--- src/rtl/sixteen_bit_adder_pkg.sv ---
// Shared types and widths for the registered 16-bit adder.
// Exports ADD_W, ADD_MSB and the word_t operand/result type.
package adder_pkg;

    localparam int ADD_W   = 16;
    localparam int ADD_MSB = ADD_W - 1;

    typedef logic [ADD_W-1:0] word_t;

endpackage

--- src/rtl/sixteen_bit_adder_if.sv ---
// Operand/result bundle for the adder stage.
// master: drives in_valid/a/b/cin; slave: drives out_valid/z/cout/ovf.
interface sixteen_bit_adder_if;
    import adder_pkg::*;

    logic  in_valid;
    word_t a;
    word_t b;
    logic  cin;
    logic  out_valid;
    word_t z;
    logic  cout;
    logic  ovf;

    modport master (
        output in_valid, a, b, cin,
        input  out_valid, z, cout, ovf
    );

    modport slave (
        input  in_valid, a, b, cin,
        output out_valid, z, cout, ovf
    );

endinterface

--- src/rtl/sixteen_bit_adder_full_adder.sv ---
// One-bit combinational full adder cell of the ripple chain.
// Ports: a, b, ci in; s (sum), co (carry) out.
module full_adder (
    input  logic a,
    input  logic b,
    input  logic ci,
    output logic s,
    output logic co
);

    assign s  = a ^ b ^ ci;
    assign co = (a & b) | (ci & (a ^ b));

endmodule

--- src/rtl/sixteen_bit_adder.sv ---
// Registered ripple-carry adder: {cout,z} = a + b + cin, one cycle.
// Ports: clk, rst (async, active-high), bus (slave side of the bundle).
module sixteen_bit_adder #(
    parameter int WIDTH = adder_pkg::ADD_W
) (
    input  logic                clk,
    input  logic                rst,
    sixteen_bit_adder_if.slave  bus
);
    import adder_pkg::*;

    localparam int MSB = WIDTH - 1;

    logic [WIDTH:0]   carry;
    logic [WIDTH-1:0] sum;

    logic             valid_d, valid_q;
    logic [WIDTH-1:0] z_d, z_q;
    logic             cout_d, cout_q;
    logic             ovf_d, ovf_q;

    assign carry[0] = bus.cin;

    for (genvar i = 0; i < WIDTH; i++) begin : g_fa
        full_adder u_fa (
            .a  (bus.a[i]),
            .b  (bus.b[i]),
            .ci (carry[i]),
            .s  (sum[i]),
            .co (carry[i+1])
        );
    end

    // Data holds when idle so stale/X operands never reach the outputs.
    always_comb begin
        valid_d = bus.in_valid;
        z_d     = z_q;
        cout_d  = cout_q;
        ovf_d   = ovf_q;
        if (bus.in_valid) begin
            z_d    = sum;
            cout_d = carry[WIDTH];
            ovf_d  = (bus.a[MSB] == bus.b[MSB])
                  && (sum[MSB] != bus.a[MSB]);
        end
    end

    always_ff @(posedge clk or posedge rst) begin
        if (rst) begin
            valid_q <= 1'b0;
            z_q     <= '0;
            cout_q  <= 1'b0;
            ovf_q   <= 1'b0;
        end else begin
            valid_q <= valid_d;
            z_q     <= z_d;
            cout_q  <= cout_d;
            ovf_q   <= ovf_d;
        end
    end

    assign bus.out_valid = valid_q;
    assign bus.z         = z_q;
    assign bus.cout      = cout_q;
    assign bus.ovf       = ovf_q;

endmodule

--- src/flat_wrapper.sv ---
// flat-port wrapper written by rule: the top's interface ports become plain ports
module sixteen_bit_adder_flat import adder_pkg::*;
#(
    parameter int WIDTH = adder_pkg::ADD_W
)
  (clk, rst, bus_in_valid, bus_a, bus_b, bus_cin, bus_out_valid, bus_z, bus_cout, bus_ovf);
  sixteen_bit_adder_if bus_i ();
  input  logic clk;
  input  logic rst;
  input wire logic [$bits(bus_i.in_valid)-1:0] bus_in_valid;
  input wire logic [$bits(bus_i.a)-1:0] bus_a;
  input wire logic [$bits(bus_i.b)-1:0] bus_b;
  input wire logic [$bits(bus_i.cin)-1:0] bus_cin;
  output wire logic [$bits(bus_i.out_valid)-1:0] bus_out_valid;
  output wire logic [$bits(bus_i.z)-1:0] bus_z;
  output wire logic [$bits(bus_i.cout)-1:0] bus_cout;
  output wire logic [$bits(bus_i.ovf)-1:0] bus_ovf;
  assign bus_i.in_valid = bus_in_valid;
  assign bus_i.a = bus_a;
  assign bus_i.b = bus_b;
  assign bus_i.cin = bus_cin;
  assign bus_out_valid = bus_i.out_valid;
  assign bus_z = bus_i.z;
  assign bus_cout = bus_i.cout;
  assign bus_ovf = bus_i.ovf;
  sixteen_bit_adder #(.WIDTH(WIDTH)) u_core (.clk(clk), .rst(rst), .bus(bus_i));
endmodule
--- config.mk ---
export PLATFORM = sky130hd
export DESIGN_NAME = sixteen_bit_adder_flat
export DESIGN_NICKNAME = d
export VERILOG_FILES = /design/src/rtl/sixteen_bit_adder_pkg.sv /design/src/rtl/sixteen_bit_adder_if.sv /design/src/rtl/sixteen_bit_adder_full_adder.sv /design/src/rtl/sixteen_bit_adder.sv /design/src/flat_wrapper.sv
export SDC_FILE = /design/constraint.sdc
export NUM_CORES = 1
export LEC_CHECK = 0
export CAP_MARGIN = 30
export CORE_ASPECT_RATIO = 1.1
export CORE_UTILIZATION = 30
export CTS_CLUSTER_SIZE = 16
export DETAILED_ROUTE_END_ITERATION = 7
export REMOVE_ABC_BUFFERS = 1
export SETUP_SLACK_MARGIN = 0.2
export SLEW_MARGIN = 0
export SYNTH_ARGS = -nofsm -noshare
export SYNTH_HDL_FRONTEND = slang
export SYNTH_SLANG_ARGS = --single-unit
export TNS_END_PERCENT = 50
--- constraint.sdc ---
create_clock -name clk -period 1.7 [get_ports clk]
set_input_delay 0.425 -clock clk [delete_from_list [all_inputs] [get_ports clk]]
set_output_delay 0.425 -clock clk [all_outputs]
set_load 0.03 [all_outputs]
==> results of run 1 <==
## through the flow
step	power (mW)	instance area [sq um]	setup WS, ns	util	hold WS, ns
6_report	1.659	1823	-4.561	0.5028	0.4207
4_1_cts	1.683	1813	-4.997	0.5000	0.4310
2_1_floorplan	1.032	1105	-5.115	-	0.3761
3_5_place_dp	1.406	1758	-5.899	0.4848	0.4952
5_1_grt	1.758	1823	-4.743	0.5028	0.4653
3_3_place_gp	1.402	1758	-5.811	0.4848	0.4924
## metal layers
layer | track usage | vias to the layer above | wire [microns]
li1 | - | 338 | -
met1 | 0.1474 | 364 | 950
met2 | 0.2047 | 41 | 1139
met3 | 0.02544 | 3 | 234
met4 | 0.05114 | 0 | 31
met5 | 0 | - | 0
## layout by cell type, fill, tap and decap left out, types with 3 or more instances in the layout
master,synthesis,routed
fa_2,0,16
buf_4,0,4
inv_2,0,3
clkbuf_8,0,3
dlygate4sd2_1,0,18
clkdlybuf4s50_1,0,31
mux2_4,14,14
dfrtp_1,19,19
inv_1,10,7
## synth_stat cells
cell      instances  area (sq um)
a21oi_1           2         10.01
buf_6             2         22.52
dfrtp_1          19         475.5
fa_1             16         320.3
ha_1              1         12.51
inv_1            10         37.54
mux2_4           14         210.2
mux2i_1           1         10.01
nand2b_1          1         6.260
nor2_1            2         7.510
o22ai_1           1         6.260
xor2_1            1         8.760
## power by group through the flow
| stage | Combinational (mW) | Clock [mW] | Sequential, mW |
|---|---|---|---|
| 2_1_floorplan | 0.219 | 0 | 0.813 |
| 4_1_cts | 0.744 | 0.334 | 0.605 |
| 6_report | 0.733 | 0.323 | 0.604 |
| 3_3_place_gp | 0.790 | 0 | 0.612 |
| 3_5_place_dp | 0.792 | 0 | 0.614 |
| 5_1_grt | 0.794 | 0.348 | 0.616 |
## cell type report
type,instances,share of cell area
multi-input cells,39,0.3507
repair buffers,59,0.3082
flip-flops and latches,19,0.2608
well taps,50,0.03432
clock buffers,3,0.02265
inverters,10,0.02059
clock inverters,1,0.002745
## state kept, by name (all words and copies together) (netlist names)
name,count
u_core.bus.ovf,1
u_core.bus.z,16
u_core.bus.cout,1
u_core.bus.out_valid,1
## cells by family (layout without fill, tap and decap cells)
kind of cell,Yosys count,after routing,synth area share
compound gates,3,3,0.01443
fa+ha+maj,17,17,0.2952
mux,15,15,0.1953
buf+inv,12,73,0.05328
xor+xnor,1,1,0.007771
flops,19,19,0.4218
simple gates,3,3,0.01221
## timing repair
action | 4_1_cts | 5_1_grt
pin swaps | 19 | 19
endpoints found under the setup margin | 36 | 17
resized for setup | 51 | 4
## final timing paths
kind / to / depth (start not counted)
worst max-delay path: u_core.bus.ovf$_DFFE_PP0P_ / 22
worst min register to register: u_core.bus.z[5]$_DFFE_PP0P_ / 1
worst min-delay path: u_core.bus.z[10]$_DFFE_PP0P_ / 2
min in group clk: u_core.bus.z[5]$_DFFE_PP0P_ / 1
max in group asynchronous: u_core.bus.z[3]$_DFFE_PP0P_ / 3
worst max register to register: u_core.bus.z[2]$_DFFE_PP0P_ / 1
==> summary.md, run 1 <==
| Metric | Value |
|---|---|
| Post-synthesis cell type count | 12 |
| Post-synthesis register bit count | 19 |
| Synthesis Warnings | 0 |
| Clock Tree Buf Depth | 2 |
| Worst vdd ir | 330.2 uV |
| Worst-Margin Slew | around 0.33 ns |
| Initial Util | 0.3109 |
| Fin Clk Skew | 0 ns |
| Critical Path Source Type | input pin |
| Wire per inst | roughly 13 microns |
| MaxCap Viol Count | 0 |
| CP Cell Sequence | buf_6 -> fa_2 -> fa_2 -> fa_2 -> fa_2 -> fa_2 -> fa_2 -> fa_2 -> fa_2 -> fa_2 -> fa_2 -> fa_2 -> fa_2 -> fa_2 -> inv_2 -> fa_2 -> inv_2 -> fa_2 -> inv_2 -> fa_2 -> xor2_1 -> o22ai_1 |
| Die Height | between 60 and 70 microns |
| Slowest CP cell | fa_2 |
| Crit path from | bus_a[0] |
| CP Buf/Inv Count | 4 |
| Post-Route Setup TNS | -40.93 ns |
| P per Cell Area | 910.2 nW/um^2 |
| CP dominant cell by count | fa_2 |
| FF-to-FF setup slack | 0.94 ns |
| Slew headroom | 0.7764 |
| DR vias | approximately 750 |
| Clk root buf | clkbuf_8 |
| Diodes inserted | 0 |
| Gr ovfl total | 0 |
| CP delay by family, top | adder cells |
| Data arrival, critical path | approximately 6.5 ns |
| Gr usage total | 0.1213 |
| Leak Pwr | a little over 0.8 nW |
| Post-CTS setup buffers | 0 |
| Die Span X | roughly 60 microns |
| Slew Viols, Final | 0 |
| Final Critical Period | 6.261 ns |
| CTS sink cnt | 19 |
| Final hold viol count | 0 |
| Layout area overhead | 61.71% |
| Core Region | between 3000 and 4000 sq um |
| First-pass GRT wire length | approximately 3.5 mm |
| Mapped Avg Cell Area | 16.10 sq um |
| Nets | about 190 |
| Final WS setup | -4.561 ns |
| Number of DRC markers in iteration 0 | 4 |
| Net switching power | a little under 600 uW |
| Sw Share | 0.3545 |
| Cts bufs inserted | 3 |
| Die area | approximately 4000 sq um |
| Count of input and output buffers | between 50 and 60 |
| DPL Wire Length | ~1.8 mm |
| Sequential fraction of design power | 0.364 |
| Hold Crit Class | in -> async |
| Largest fanout on the critical path | 2 |
| WP data required | 1.89 ns |
| Total of fill cells in the finished design | 334 |
| Clk_lat worst skew | approximately 0.26 ns |
| Post-Route WL | roughly 2.4 mm |
| DR pass1 iterations | 2 |
| Clock Pin Slew Worst Setup and Hold Paths | about 0.080 ns |
| Reg-to-Reg Start | u_core.bus.z[2]$_DFFE_PP0P_ |
| CP max stage delay | 0.44 ns |
| H-tree depth | 1 |
| Rows | 23 |
| Final Setup Violations | 16 |
| Routability cong. | about 0.59 |
| Vias in the first global route | 772 |
| Initial antenna violation count | 0 |
| CTS tree | built |
| Ports | 55 |
| Critical path type | in -> reg |
| Max Fclk | 159.7 MHz |
| Dpl cells | 177 |
| CP Capture Type | register |
| Layout cell share with drive strength beyond 1 | 0.3588 |
| Fin cells | approximately 180 |
| Vias per std cell | between 4 and 5 |
| RSZ-0062 raised after global routing | yes |
| Syn Std Cell Area | around 1100 sq um |
| Gate Count Post-Synth | 70 |
| Clock share of power | 0.195 |
| Sequential share of the synthesized area | 0.4218 |
| Largest net degree at the start of global routing | 23 |
| Comb power frac | 0.441 |
| Sequential cell area | between 400 and 500 sq um |
| Multi-input logic area | approximately 640 sq um |
| DR DRC count | 0 |
| Int Pwr | around 1.1 mW |
| Period utilisation layout | 3.683 |
| Hold Buf Count CTS | 0 |
| Remaining antenna violation count after routing | 0 |
| Violated checks | negative setup slack |
| Status | complete, but fails checks |
Note: power is estimated with default switching activity, not from simulation.
==> run 2: changes to the inputs <==
CORE_UTILIZATION = 35   (was 30)
PLACE_DENSITY = 0.71   (was not set)
==> run 2 against run 1 <==
The flow still finishes with violations (negative setup slack). Via count grew 0.67%. Power shrank 6.5%. Maximum frequency grew 0.77%. Clock-buffer cell count grew 1. Sequential share of layout area grew 1.4 points. Critical path depth is the same. Global-route usage grew 2.2 points. Register-to-register slack lost 0.02 ns. Non-clock buffer count is the same. Cell area shrank 5.1%. Clock power shrank 28%. Routed wire length shrank 6.6%. Critical path type unchanged. Highest routed layer unchanged.
==> summary.md, run 2 (synthesis results as in run 1) <==
| Metric | Value |
|---|---|
| P per Cell Area | 896.9 nW/um^2 |
| Gr usage total | 0.1432 |
| CP dominant cell by count | fa_2 |
| Count of input and output buffers | 54 |
| Final Setup Violations | 16 |
| Remaining antenna violation count after routing | 0 |
| Vias per std cell | 4.552 |
| Number of DRC markers in iteration 0 | 16 |
| Period utilisation layout | 3.655 |
| M1 GR Usage | 0.1642 |
| Clk root buf | clkbuf_4 |
| Final hold viol count | 0 |
| Clock Pin Slew Worst Setup and Hold Paths | about 0.11 ns |
| H-tree depth | 1 |
| Int Pwr | a little under 1 mW |
| Largest fanout on the critical path | 2 |
| Comb power frac | 0.458 |
| M2 GR Usage | 0.2517 |
| Sequential fraction of design power | 0.392 |
| Diodes inserted | 0 |
| Final Util | 0.5677 |
| Routability cong. | about 0.63 |
| Violated checks | negative setup slack |
| Core Region | 3048 sq um |
| R2R cell count | 1 |
| Worst vdd ir | between 400 and 500 uV |
| DR vias | around 750 |
| Nets | approximately 190 |
| Cts bufs inserted | 3 |
| FF-to-FF setup slack | 0.92 ns |
| Most frequent cells in the layout | clkdlybuf4s50_1, dfrtp_1, fa_2, clkbuf_2, mux2_4 |
| Total of fill cells in the finished design | between 200 and 300 |
| Status | complete, but fails checks |
| Initial Util | 0.3699 |
| Fin cells | roughly 170 |
| Max reg flops | 16 |
| Critical path type | in -> reg |
| Clk_lat worst skew | 0.30 ns |
| Rows | 21 |
| CP Capture Type | register |
| Final WS setup | -4.513 ns |
| Hold Crit Class | in -> async |
| Fin Clk Skew | 0 ns |
| Clock Tree Buf Depth | 2 |
| Wire per inst | roughly 13 microns |
| Clock share of power | 0.150 |
| Die Height | roughly 60 microns |
| Worst-Margin Slew | 0.2944 ns |
| CTS sink cnt | 19 |
| Critical Path Source Type | input pin |
| GR peak layer | met2 |
| Leak Pwr | 0.7988 nW |
| Reg-to-Reg Start | u_core.bus.z[11]$_DFFE_PP0P_ |
| Multi-input logic area | 639.4 sq um |
| Gr ovfl total | 0 |
| Sequential cell area | roughly 480 sq um |
| Final Critical Period | around 6.2 ns |
| CP max stage delay | 0.44 ns |
| Die Span X | approximately 56 microns |
| DPL Wire Length | roughly 1.7 mm |
| Slowest CP cell | fa_2 |
| Largest net degree at the start of global routing | 23 |
| Sw Share | 0.3710 |
| Ports | 55 |
| Met3 Use GR | 0.04622 |
| Data arrival, critical path | approximately 6.4 ns |
| Max Fclk | roughly 160 MHz |
| Post-Route WL | between 2 and 2.5 mm |
| Dpl cells | 160 |
| Commonest non-fill, non-tap cell in the layout | clkdlybuf4s50_1 |
| Net switching power | 575.8 uW |
| DR DRC count | 0 |
| DR pass1 iterations | 4 |
| Slew headroom | 0.8045 |
| CP Cell Sequence | buf_6 -> fa_2 -> fa_2 -> fa_2 -> fa_2 -> fa_2 -> fa_2 -> fa_2 -> fa_2 -> fa_2 -> fa_2 -> fa_2 -> fa_2 -> fa_2 -> inv_2 -> fa_2 -> inv_2 -> fa_2 -> inv_2 -> fa_2 -> xor2_1 -> o22ai_1 |
| Die area | around 3500 sq um |
| Vias in the first global route | 834 |
| CTS tree | built |
| Layout area overhead | 53.50% |
| Layout cell share with drive strength beyond 1 | 0.4885 |
| Initial antenna violation count | 0 |
| Slew Viols, Final | 0 |
| RSZ-0062 raised after global routing | yes |
| First-pass GRT wire length | around 3.6 mm |
| MaxCap Viol Count | 0 |
| R2r endpoint | u_core.bus.z[11]$_DFFE_PP0P_ |
| WP data required | 1.90 ns |
run 2: cell types whose count changed in the layout (fill, tap and decap cells not counted), moves of 2 or more:
| cell | change |
|---|---|
| clkdlybuf4s15_2 | +2 |
| clkbuf_4 | +3 |
| clkbuf_2 | +16 |
| clkbuf_8 | -3 |
| dlygate4sd2_1 | -18 |
run 2: routing by layer:
layer  wire length (microns)  vias up
met5                       0        -
met1                     835      374
met4                      17        0
met2                    1141       35
met3                     205        2
li1                        -      340
run 2: worst max-delay path by stage:
| stage | start | to | slack (ns) |
|---|---|---|---|
| floorplan | bus_cin | u_core.bus.ovf$_DFFE_PP0P_ | -5.12 |
| global placement | bus_cin | u_core.bus.ovf$_DFFE_PP0P_ | -5.84 |
| detailed placement | bus_cin | u_core.bus.ovf$_DFFE_PP0P_ | -5.86 |
| CTS | bus_a[0] | u_core.bus.ovf$_DFFE_PP0P_ | -4.96 |
| global route | bus_a[0] | u_core.bus.ovf$_DFFE_PP0P_ | -4.68 |
| finish | bus_a[0] | u_core.bus.ovf$_DFFE_PP0P_ | -4.51 |
run 2: worst max-delay path, delay by kind of cell:
family,cells,cell delay (ns)
buf+inv,4,0.25
xor+xnor,1,0.14
compound gates,1,0.09
fa+ha+maj,16,5.50
run 2: cell type report:
class / count / area share
timing repair buffer: 59 / 0.2943
multi-input combinational: 39 / 0.3695
sequential: 19 / 0.2748
clock buffer: 4 / 0.01518
tap: 34 / 0.02458
inverter: 10 / 0.02169
run 2: metrics by stage:
stage	power, mW	TNS (ns)	area (sq um)	hold WS (ns)	worst slack (ns)
floorplan	1.032	-48.29	1105	0.3761	-5.115
global placement	1.389	-58.47	1730	0.4975	-5.839
detailed placement	1.403	-58.95	1730	0.4975	-5.856
CTS	1.614	-44.93	1784	0.4358	-4.961
global route	1.670	-41.46	1730	0.4444	-4.684
finish	1.552	-40.34	1730	0.4327	-4.513
run 2: power groups by stage:
stage	registers, mW	clock network [mW]	logic [mW]
after floorplan	0.813	0	0.219
after global placement	0.613	0	0.776
after detailed placement	0.616	0	0.787
after CTS	0.609	0.249	0.756
after global routing	0.621	0.278	0.771
final	0.608	0.233	0.711
run 2: repair_timing:
item,4_1_cts,5_1_grt
setup buffers,0,1
hold buffers,0,0
setup endpoints to repair,36,33
pin swaps,18,19
resized for setup,68,24
